## config.mk

```make
export PLATFORM = sky130hd
export DESIGN_NAME = counter_run_ctrl
export DESIGN_NICKNAME = d
export VERILOG_FILES = /design/src/rtl/counter_run_ctrl.sv
export SDC_FILE = /design/constraint.sdc
export NUM_CORES = 1
export LEC_CHECK = 0
export BUFFER_PORTS_ARGS = -buffer_cell sky130_fd_sc_hd__clkbuf_2
export CAP_MARGIN = 10
export CORE_MARGIN = 1
export CORE_UTILIZATION = 47
export CTS_CLUSTER_SIZE = 8
export DETAILED_ROUTE_END_ITERATION = 6
export GPL_TIMING_DRIVEN = 0
export HOLD_SLACK_MARGIN = 0.15
export PLACE_DENSITY = 0.73
export SETUP_SLACK_MARGIN = 0.5
export SLEW_MARGIN = 20
export SYNTH_ARGS = -nofsm -noshare
export SYNTH_HDL_FRONTEND = slang
export SYNTH_SLANG_ARGS = --single-unit
```

## constraint.sdc

```tcl
create_clock -name clk -period 2.04 [get_ports clk]
set_clock_uncertainty 0.2 [all_clocks]
set_input_delay 0.102 -clock clk [delete_from_list [all_inputs] [get_ports clk]]
set_output_delay 0.102 -clock clk [all_outputs]
set_load 0.05 [all_outputs]
```

## src/rtl/counter_run_ctrl.sv

```systemverilog
// Run-counter sequencer: start/stop/hold control, up/down counting toward a captured
// terminal value, optional auto-reload and a prescaled count rate.
module counter_run_ctrl #(
  parameter int WIDTH    = 3,
  parameter int PRESCALE = 1
) (
  input  logic             clk,
  input  logic             reset,
  input  logic             start,
  input  logic             stop,
  input  logic             hold,
  input  logic             up,
  input  logic             auto_reload,
  input  logic [WIDTH-1:0] limit,
  output logic [WIDTH-1:0] count,
  output logic             busy,
  output logic             done,
  output logic [1:0]       state
);

  localparam int PW = (PRESCALE > 1) ? $clog2(PRESCALE) : 1;
  localparam logic [PW-1:0] PMAX = PW'(PRESCALE - 1);

  typedef enum logic [1:0] {
    S_IDLE = 2'b00,
    S_RUN  = 2'b01,
    S_HOLD = 2'b10,
    S_DONE = 2'b11
  } state_t;

  state_t           state_q, state_d;
  logic [WIDTH-1:0] count_q, count_d;
  logic [WIDTH-1:0] limit_q, limit_d;
  logic [PW-1:0]    presc_q, presc_d;
  logic             up_q, up_d;
  logic             reload_q, reload_d;
  logic             busy_q, busy_d;
  logic             done_q, done_d;

  logic [WIDTH-1:0] start_val;
  logic [WIDTH-1:0] term_val;
  logic             tick;

  assign start_val = up_q ? '0 : limit_q;
  assign term_val  = up_q ? limit_q : '0;
  assign tick      = (presc_q == PMAX);

  always_comb begin
    state_d  = state_q;
    count_d  = count_q;
    limit_d  = limit_q;
    presc_d  = presc_q;
    up_d     = up_q;
    reload_d = reload_q;
    done_d   = 1'b0;
    case (state_q)
      S_IDLE, S_DONE: begin
        if (stop) begin
          state_d = S_IDLE;
          count_d = '0;
          presc_d = '0;
        end else if (start) begin
          up_d     = up;
          reload_d = auto_reload;
          limit_d  = limit;
          count_d  = up ? '0 : limit;
          presc_d  = '0;
          state_d  = S_RUN;
        end
      end
      S_RUN, S_HOLD: begin
        if (stop) begin
          state_d = S_IDLE;
          count_d = '0;
          presc_d = '0;
        end else if (hold) begin
          // hold is a level freeze: count and prescaler keep their values
          state_d = S_HOLD;
        end else begin
          state_d = S_RUN;
          if (tick) begin
            presc_d = '0;
            if (count_q != term_val) begin
              count_d = up_q ? count_q + WIDTH'(1) : count_q - WIDTH'(1);
            end else if (reload_q) begin
              count_d = start_val;
              done_d  = 1'b1;
            end else begin
              state_d = S_DONE;
              done_d  = 1'b1;
            end
          end else begin
            presc_d = presc_q + PW'(1);
          end
        end
      end
      default: begin
        state_d = S_IDLE;
        count_d = '0;
        presc_d = '0;
      end
    endcase
    busy_d = (state_d == S_RUN) || (state_d == S_HOLD);
  end

  always_ff @(posedge clk or posedge reset) begin
    if (reset) begin
      state_q  <= S_IDLE;
      count_q  <= '0;
      limit_q  <= '0;
      presc_q  <= '0;
      up_q     <= 1'b0;
      reload_q <= 1'b0;
      busy_q   <= 1'b0;
      done_q   <= 1'b0;
    end else begin
      state_q  <= state_d;
      count_q  <= count_d;
      limit_q  <= limit_d;
      presc_q  <= presc_d;
      up_q     <= up_d;
      reload_q <= reload_d;
      busy_q   <= busy_d;
      done_q   <= done_d;
    end
  end

  assign count = count_q;
  assign busy  = busy_q;
  assign done  = done_q;
  assign state = state_q;

endmodule

```

==> flow_summary.toml, run 1 <==
[cts]
clockBufferDepth = 2
cts-root-buf = "clkbuf_4"
cts_made_buffers = 3
clock_insertion_delay_worst_skew_ns = 0.29
htree_levels = 1
cts_tree = "done"
cts.sink_count = 12
clk_pin_slew_ns = 0.08

[grt]
antenna_found_initial = 0
grt_pass1_wl_um = 3770
grtUsageTotal_pct = 27.9
overflow = 0
first_global_vias = 814
grt_max_degree = 13

[synthesis]
syn_nets = 87
synth.distinct_cells = 37
synth_warnings = 0
yosys.area.top_type = "dfrtp_1"
synth_area_per_cell_um2 = 10.5
ys_ff_latch = 12
ys_seq_area_share_pct = 37.7
synth_area_um2 = 797
netlist.area_leader.share_pct = 37.7
ys_top_cells_by_area = "dfrtp_1 38%, xnor2_4 3.5%, a221oi_4 3.3%"
syn_inst = 76

[power]
cellPowerDensity_nw_per_um2 = 1280
combPwrFrac_pct = 62.0
finalPower_mw = 1.56
p_leak_nw = 0.554
ir_drop_v = 0.000835
internal_power_mw = 0.856
p_clk_share_pct = 13.0
switching_share_pct = 45.3
p_switching_mw = 0.709
power_frac_seq_pct = 25.1

[worst_setup_path]
reg2regPathDepth = 7
crit_top_cell = "buf_6"
crit_buf_inv = 2
crit_path_max_fanout = 5
critical_path.endpoint_type = "register"
critPathSlowestCell = "dfrtp_1"
r2r_slack_ns = -0.01
path_cells = "buf_6 -> nand2_1 -> xnor2_4 -> o211ai_2 -> a221oi_4 -> buf_6 -> mux2i_1"
critPathLaunchType = "register"
cp_top_family = "compound AO/OA/AOI/OAI gates"
r2r-end = "count[1]"
criticalPathCategory = "register to register"
required_ns = 2.05
critPathMaxStageDelay_ns = 0.39
r2r-start = "up_q"
arrival_ns = 2.06

[finish]
diodes = 0
syn_to_final_growth_pct = 53.8
final_cell_mix = "16 x clkbuf_2, 10 x dlygate4sd3_1, 8 x buf_4"
final_common_cell = "clkbuf_2"
final_util_pct = 79.5
fin_nets = 130
fill_cells = 102
drive_gt1_share_pct = 50.8

[timing]
period_share_pct = 101
slew-limit-headroom_pct = 65.9
layout_setup_ws_ns = -0.0143
drv_slew = 0
rsz0062_at_grt = "true"
fmax_mhz = 487
setup_viol = 2
tightest_slew_ns = 0.508
hold_viol_final = 0
period_minus_slack_ns = 2.05

[status]
violations = "negative setup slack"
outcome = "finished, violations left"

[die]
core_um2 = 1540
die_width_um = 43.2
dieArea_um2 = 1860
die_h_um = 43.2
num_io_pins = 17
start_util_pct = 51.7
fp-row-count = 14

[placement]
gp_congestion = 0.776
place.port_buffers = 16
dp_hpwl_um = 1290

[routing]
drcViolationCount = 0
wl_per_cell_um = 18.8
route.vias.total = 804
drtAntennaViolNets = 0
initialDrtViolationCount = 21
vias_per_cell = 6.00
drt-total-wl_um = 2520
firstDrtPassIters = 4

[hold_path]
hp-class = "input port to asynchronous set/reset pin"

[flow_run]
maxCapViolations = 0
-- cell type report --
cell class	instances	area [um2]	share of cell area [%]
inverters	7	26.3	2.14
clock buffers	4	36.3	2.96
plain buffers	3	37.5	3.06
repair buffers	38	279	22.8
multi-input cells	54	519	42.3
well taps	16	20.0	1.63
flip-flops and latches	12	308	25.1
-- cell usage after synthesis --
| library cell | instances |
|---|---|
| dfrtp_1 | 12 |
| inv_1 | 7 |
| nor2_1 | 5 |
| nand2_1 | 4 |
| o21ai_0 | 4 |
| and3_1 | 3 |
| xnor2_1 | 3 |
| a21oi_1 | 2 |
| a32o_1 | 2 |
| buf_2 | 2 |
| mux2_1 | 2 |
| mux2_2 | 2 |
| mux2i_1 | 2 |
| nor4_1 | 2 |
| xor2_1 | 2 |
| a211oi_1 | 1 |
| a221oi_1 | 1 |
| a221oi_4 | 1 |
| a311oi_1 | 1 |
| a31oi_1 | 1 |
| a32oi_1 | 1 |
| buf_4 | 1 |
| fa_1 | 1 |
| mux2_4 | 1 |
| nand2b_1 | 1 |
| nand3_1 | 1 |
| nand3b_1 | 1 |
| nand4b_1 | 1 |
| nor2_2 | 1 |
| nor2b_1 | 1 |
| nor3_1 | 1 |
| o211ai_2 | 1 |
| o21a_1 | 1 |
| o22ai_1 | 1 |
| o22ai_2 | 1 |
| xnor2_2 | 1 |
| xnor2_4 | 1 |
-- kinds of logic after synthesis --
group | count (synthesis) | share of synthesized area [%]
AO/OA/AOI/OAI | 18 | 19.5
flip-flops | 12 | 37.7
adder cells (fa/ha/maj) | 1 | 2.51
buffers and inverters | 10 | 5.50
multiplexers | 7 | 10.0
AND/OR/NAND/NOR | 21 | 13.8
XOR/XNOR | 7 | 11.0
-- flip-flops by register name (all words and copies together), names as in the netlist --
name	cells
done	1
state	2
limit_q	3
up_q	1
reload_q	1
busy	1
count	3
-- worst max path at each step --
stage | startpoint | end | slack, ns | cells after the start
after floorplan | count[2] | count[0] | 0.05 | 5
final | up_q | count[1] | -0.01 | 7
after global routing | limit_q[0] | count[1] | -0.1 | 6
after global placement | up_q | count[0] | 0.03 | 6
after detailed placement | up_q | count[0] | -0.03 | 6
after CTS | limit_q[0] | count[1] | 0.04 | 6
-- timing repair --
item	CTS	global route
buffers inserted	7	4
setup endpoints to repair	10	11
cloned	0	1
pin swaps	8	6
hold buffers	10	0
hold endpoints to repair	24	0
gates resized for setup	4	11
-- per-stage QoR --
| step | hold slack [ns] | setup WS, ns | instances | TNS (ns) | cell area [um2] |
|---|---|---|---|---|---|
| after global routing | 0.225 | -0.0961 | 134 | -0.237 | 1230 |
| after CTS | 0.170 | 0.0408 | 129 | 0 | 1150 |
| final | 0.156 | -0.0143 | 134 | -0.0274 | 1230 |
| after detailed placement | -0.0725 | -0.0316 | 108 | -0.0316 | 950 |
| after global placement | -0.0846 | 0.0283 | 108 | 0 | 950 |
| after floorplan | -0.234 | 0.0454 | 76 | 0 | 850 |
-- layer usage --
metal,GRT usage (%),routed length (um)
met1,34.4,1010
met2,45.4,1240
met3,4.26,159
met4,16.4,108
met5,0,0
-- power by group through the flow --
| stage | Clock [mW] | Combinational [mW] | Sequential, mW |
|---|---|---|---|
| after global placement | 0 | 0.735 | 0.384 |
| after floorplan | 0 | 0.506 | 0.490 |
| after CTS | 0.201 | 0.829 | 0.384 |
| after detailed placement | 0 | 0.755 | 0.391 |
| after global routing | 0.211 | 1.02 | 0.403 |
| final | 0.203 | 0.969 | 0.392 |
-- worst min-delay path, cell delays in order --
cell and delay (ns):
dlygate4sd3_1 0.53, clkbuf_2 0.10, inv_1 0.37
No activity file was read; power rests on OpenSTA's default activity.
==> inputs of run 2 (changes only) <==
--- a/config.mk
+++ b/config.mk
@@ -5,6 +5,7 @@
 export SDC_FILE = /design/constraint.sdc
 export NUM_CORES = 1
 export LEC_CHECK = 0
+export ABC_AREA = 1
 export BUFFER_PORTS_ARGS = -buffer_cell sky130_fd_sc_hd__clkbuf_2
 export CAP_MARGIN = 10
 export CORE_MARGIN = 1
==> run 2 against run 1 <==
Clock-buffer cell count unchanged. The flow now finishes without violations. Synthesized area grew 3.3%. Hold slack got worse by 0.14 ns. Die area grew 3.2%. Critical path type unchanged. Routed wire length shrank 25%.
==> flow_summary.toml, run 2 <==
[status]
outcome = "complete, no violations"

[finish]
final_common_cell = "nand2_1"
fin_nets = 152
final_util_pct = 72.9
fill_cells = 111
final_cell_mix = "28 x nand2_1, 16 x clkbuf_2, 14 x nand2_2"
design_area_um2 = 1150
drive_gt1_share_pct = 50.0
syn_to_final_growth_pct = 39.5
diodes = 0

[cts]
cts-root-buf = "clkbuf_4"
cts_made_buffers = 3
cts.sink_count = 12
clockBufferDepth = 2
htree_levels = 1
cts_tree = "done"
clk_pin_slew_ns = 0.08
clock_insertion_delay_worst_skew_ns = 0.28
holdBufCountCts = 8

[worst_setup_path]
criticalPathCategory = "register to register"
critical_path.endpoint_type = "register"
arrival_ns = 1.55
critPathSlowestCell = "dfrtp_1"
critPathLaunchType = "register"
required_ns = 2.01
r2r_slack_ns = 0.45
critPathMaxStageDelay_ns = 0.41
path_cells = "buf_6 -> nand2_2 -> nand2_2 -> nand2_4 -> nand2_4 -> nor2_4 -> nand2_1 -> nand2_1 -> nand2_2 -> nand3_1 -> nand2_1"
crit_path_max_fanout = 8

[die]
die_width_um = 43.9
die_h_um = 43.9
start_util_pct = 52.2
num_io_pins = 17
core_um2 = 1580
fp-row-count = 14
dieArea_um2 = 1920

[synthesis]
ys_ff_latch = 12
synth_edf_count = 0
synth_warnings = 0
netlist.area_leader.share_pct = 36.5
synth.distinct_cells = 21
yosys.area.top_type = "dfrtp_1"
synth_area_um2 = 823
synthArstFlopShare_pct = 100
ys_seq_area_share_pct = 36.5
yosysMostFrequentCell = "nand2_1"
ys_top_cells_by_count = "41 x nand2_1, 13 x inv_1, 12 x dfrtp_1"
ys_top_cells_by_area = "dfrtp_1 36%, nand2_1 19%, inv_1 5.9%"
syn_inst = 107
synth_area_per_cell_um2 = 7.69
syn_nets = 118
synth_flop_cell = "dfrtp_1"

[grt]
first_global_vias = 741
grt_max_degree = 13
overflow = 0
grtUsageTotal_pct = 22.8
grt_pass1_wl_um = 3210
antenna_found_initial = 0

[power]
p_leak_nw = 0.591
power_frac_seq_pct = 24.3
p_clk_share_pct = 11.3
ir_drop_v = 0.000735
p_switching_mw = 0.818
cellPowerDensity_nw_per_um2 = 1440
combPwrFrac_pct = 64.4
internal_power_mw = 0.830
switching_share_pct = 49.6

[routing]
drt-total-wl_um = 1890
wl_per_cell_um = 12.1
firstDrtPassIters = 6
route.vias.total = 806
vias_per_cell = 5.17
initialDrtViolationCount = 22
drtAntennaViolNets = 0
drcViolationCount = 0

[hold_path]
hp-class = "input port to register"

[placement]
gp_congestion = 0.849
dp_hpwl_um = 1290
place.port_buffers = 16
dpl-instance-area_um2 = 937

[timing]
setup_viol = 0
period_share_pct = 77.8
period_minus_slack_ns = 1.59
slew-limit-headroom_pct = 70.1
tightest_slew_ns = 0.449
tns_ns = 0
hold_viol_final = 0
rsz0062_at_grt = "true"
fmax_mhz = 630
drv_slew = 0

[flow_run]
maxCapViolations = 0
## run 2: final timing paths
| check | start | end | depth (start not counted) |
|---|---|---|---|
| max reg2reg | up_q | busy | 11 |
| min | stop | state[1] | 4 |
| min in group asynchronous | reset | done | 3 |
| max in group asynchronous | reset | state[0] | 3 |
| max | up_q | busy | 11 |
| min reg2reg | reload_q | reload_q | 2 |
## run 2: metal layers
metal	up-vias	share of wire [%]	global-route usage (%)
met2	22	52	37.3
met4	0	2.6	9.09
li1	406	-	-
met3	9	3.8	7.50
met1	369	41	27.7
met5	-	0	0
## run 2: cell type report
class,instances,area [um2],share of cell area (%)
multi-input cells,78,512,44.6
flip-flops and latches,12,307,26.7
repair buffers,29,198,17.2
inverters,16,65.1,5.66
clock buffers,4,36.3,3.16
well taps,16,20.0,1.74
plain buffers,1,11.3,0.980
## run 2: timing repair
action                                  CTS  global route
setup buffers                             3             2
gates cloned                              0             0
pin swaps                                 3             7
endpoints found under the setup margin    4             5
hold endpoints to repair                 24             8
resized for setup                         1            17
## run 2: cell families (layout without fill, tap and decap cells)
family | after synthesis | after routing | share of synthesized area (%)
fa+ha+maj | 1 | 1 | 2.43
flops | 12 | 12 | 36.5
simple gates | 69 | 69 | 42.9
compound gates | 5 | 5 | 3.80
buf+inv | 17 | 50 | 8.97
mux | 3 | 3 | 5.47
## run 2: stage by stage
stage,std cells,hold WS (ns),setup slack [ns],power (mW)
after floorplan,107,-0.234,0.344,1.07
after global placement,139,-0.0848,0.482,1.22
after detailed placement,139,-0.0877,0.472,1.23
after CTS,154,0.00593,0.477,1.49
after global routing,156,0.0210,0.346,1.78
final,156,0.0198,0.452,1.65
## run 2: critical path, delay by kind of cell, from the launching register on
| kind | cells | cell delay, ns |
|---|---|---|
| and+or+nand+nor | 10 | 0.71 |
| DFF | 1 | 0.41 |
| buffers and inverters | 1 | 0.15 |
## run 2: power groups by stage
stage / Clock (mW) / Combinational [mW] / Sequential, mW
floorplan: 0 / 0.533 / 0.539
global placement: 0 / 0.810 / 0.408
detailed placement: 0 / 0.824 / 0.410
CTS: 0.192 / 0.900 / 0.401
global route: 0.198 / 1.17 / 0.414
finish: 0.187 / 1.06 / 0.401
==> inputs of run 3 (changes only) <==
--- a/config.mk
+++ b/config.mk
@@ -5,7 +5,7 @@
 export SDC_FILE = /design/constraint.sdc
 export NUM_CORES = 1
 export LEC_CHECK = 0
-export ABC_AREA = 1
+export ABC_AREA = 0
 export BUFFER_PORTS_ARGS = -buffer_cell sky130_fd_sc_hd__clkbuf_2
 export CAP_MARGIN = 10
 export CORE_MARGIN = 1
==> constraint.sdc (replaced) <==
create_clock -name clk -period 1.4 [get_ports clk]
set_clock_uncertainty 0.2 [all_clocks]
set_input_delay 0.07 -clock clk [delete_from_list [all_inputs] [get_ports clk]]
set_output_delay 0.07 -clock clk [all_outputs]
set_load 0.05 [all_outputs]
==> run 3 against run 2 <==
The flow now finishes with violations (negative hold slack, negative setup slack). Clock power rose by 54%. Sequential share of layout area fell by 2.5 points. Clock-buffer cell count did not move. Total power rose by 48%. Critical path type unchanged. Critical endpoint is now count[1]. Largest power group unchanged. Highest routed layer unchanged.
==> flow_summary.toml, run 3 (synthesized netlist as in run 1, its figures left out) <==
[status]
outcome = "finished, violations left"
violations = "negative hold slack, negative setup slack"

[flow_run]
maxCapViolations = 0

[timing]
rsz0062_at_grt = "true"
setup_viol = 11
layout_setup_ws_ns = -0.669
tightest_slew_ns = 0.503
period_share_pct = 148
timing.hold.ws_ns = -0.421
hold_viol_final = 23
drv_slew = 0
fmax_mhz = 483
period_minus_slack_ns = 2.07
slew-limit-headroom_pct = 66.2

[routing]
route.vias.total = 756
drcViolationCount = 0
initialDrtViolationCount = 21
vias_per_cell = 5.95
drtAntennaViolNets = 0
firstDrtPassIters = 4
drt-total-wl_um = 2110
wl_per_cell_um = 16.6

[grt]
grt_use_met2_pct = 34.6
grtUsageTotal_pct = 22.7
grt_pass1_wl_um = 3090
busiest_layer = "met2"
grt_use_met1_pct = 31.4
first_global_vias = 700
antenna_found_initial = 0
overflow = 0
grt_max_degree = 13
use_met3_pct = 5.11

[worst_setup_path]
critical_path.endpoint_type = "register"
criticalPathCategory = "register to register"
critPathLaunchType = "register"
critPathSlowestCell = "fa_1"
critPathMaxStageDelay_ns = 0.59
required_ns = 1.35
crit_path_max_fanout = 2
path_cells = "buf_6 -> fa_1 -> a21oi_2 -> nor2_1 -> o22ai_2 -> a32oi_1 -> mux2i_1"
arrival_ns = 2.02

[placement]
dp_hpwl_um = 1210
dp_cells = 108
gp_congestion = 0.841
place.port_buffers = 16

[cts]
htree_levels = 1
clockBufferDepth = 2
cts_made_buffers = 3
clk_pin_slew_ns = 0.09
cts-root-buf = "clkbuf_4"
clock_insertion_delay_worst_skew_ns = 0.27
cts.sink_count = 12
holdBufCountCts = 1
cts_tree = "done"

[finish]
fill_cells = 79
diodes = 0
final_cell_mix = "9 x buf_6, 9 x clkbuf_2, 7 x buf_4"
instances_no_fill = 127
syn_to_final_growth_pct = 60.0
final_util_pct = 82.7
fin_nets = 123
multiInputGateArea_um2 = 536
drive_gt1_share_pct = 59.5
regArea_um2 = 308

[die]
num_io_pins = 17
die_width_um = 43.2
start_util_pct = 51.7
fp-row-count = 14
core_um2 = 1540
dieArea_um2 = 1860
die_h_um = 43.2

[power]
p_leak_nw = 0.577
cellPowerDensity_nw_per_um2 = 1920
ir_drop_v = 0.00109

[hold_path]
hp-class = "input port to asynchronous set/reset pin"
-- run 3: cell count changes in the layout (fill, tap and decap cells not counted), sizes merged, moves of 7 or more --
cell / before / now
buf: 6 / 22
nand3: 12 / 1
dlygate4sd3: 8 / 1
inv: 16 / 7
nand2: 47 / 4
-- run 3: layout make-up --
type | count | share of cell area, %
plain buffers | 3 | 2.94
clock buffers | 4 | 2.85
multi-input cells | 54 | 42.0
flip-flops and latches | 12 | 24.1
well taps | 16 | 1.57
repair buffers | 31 | 24.4
inverters | 7 | 2.06
-- run 3: report_power, final --
part           switching [mW]  internal, mW  total [mW]  leakage [nW]
sequential              0.122         0.452       0.573         0.144
combinational           0.783         0.803        1.59         0.412
clock                   0.130         0.158       0.288        0.0210
-- run 3: repair_timing --
item / 4_1_cts / 5_1_grt
endpoints found under the setup margin: 19 / 19
pin swaps: 11 / 6
resized for setup: 29 / 14
gates cloned: 0 / 0
hold endpoints to repair: 24 / 23
setup buffers: 8 / 6
-- run 3: worst paths after layout --
path	from	endpoint	slack (ns)	cells past startpoint
max	up_q	count[1]	-0.67	7
min	reset	done	-0.42	2
max reg2reg	up_q	count[1]	-0.67	7
min reg2reg	limit_q[0]	limit_q[0]	0.39	1
max in group asynchronous	reset	limit_q[2]	1.06	2
min in group clk	limit[2]	limit_q[2]	-0.16	2
-- run 3: routing by layer --
layer,wire length (um),vias to the layer above
met5,0,-
met1,980,376
met4,16,0
met2,1010,28
li1,-,350
met3,103,2
-- run 3: worst max-delay path: cells and delay by family, from the launching register on --
kind	cells	cell delay, ns
multiplexers	1	0.10
AND/OR/NAND/NOR	1	0.16
AO/OA/AOI/OAI	3	0.37
buffers and inverters	1	0.13
flip-flops	1	0.41
adder cells (fa/ha/maj)	1	0.59
-- run 3: per-stage QoR --
stage	setup WS [ns]	power [mW]	setup TNS, ns	instance area, um2
6_report	-0.669	2.45	-4.33	1270
5_1_grt	-0.795	2.57	-4.99	1270
4_1_cts	-0.549	2.26	-3.98	1190
3_5_place_dp	-0.647	1.66	-3.97	950
3_3_place_gp	-0.622	1.62	-3.66	950
2_1_floorplan	-0.595	1.45	-4.22	850
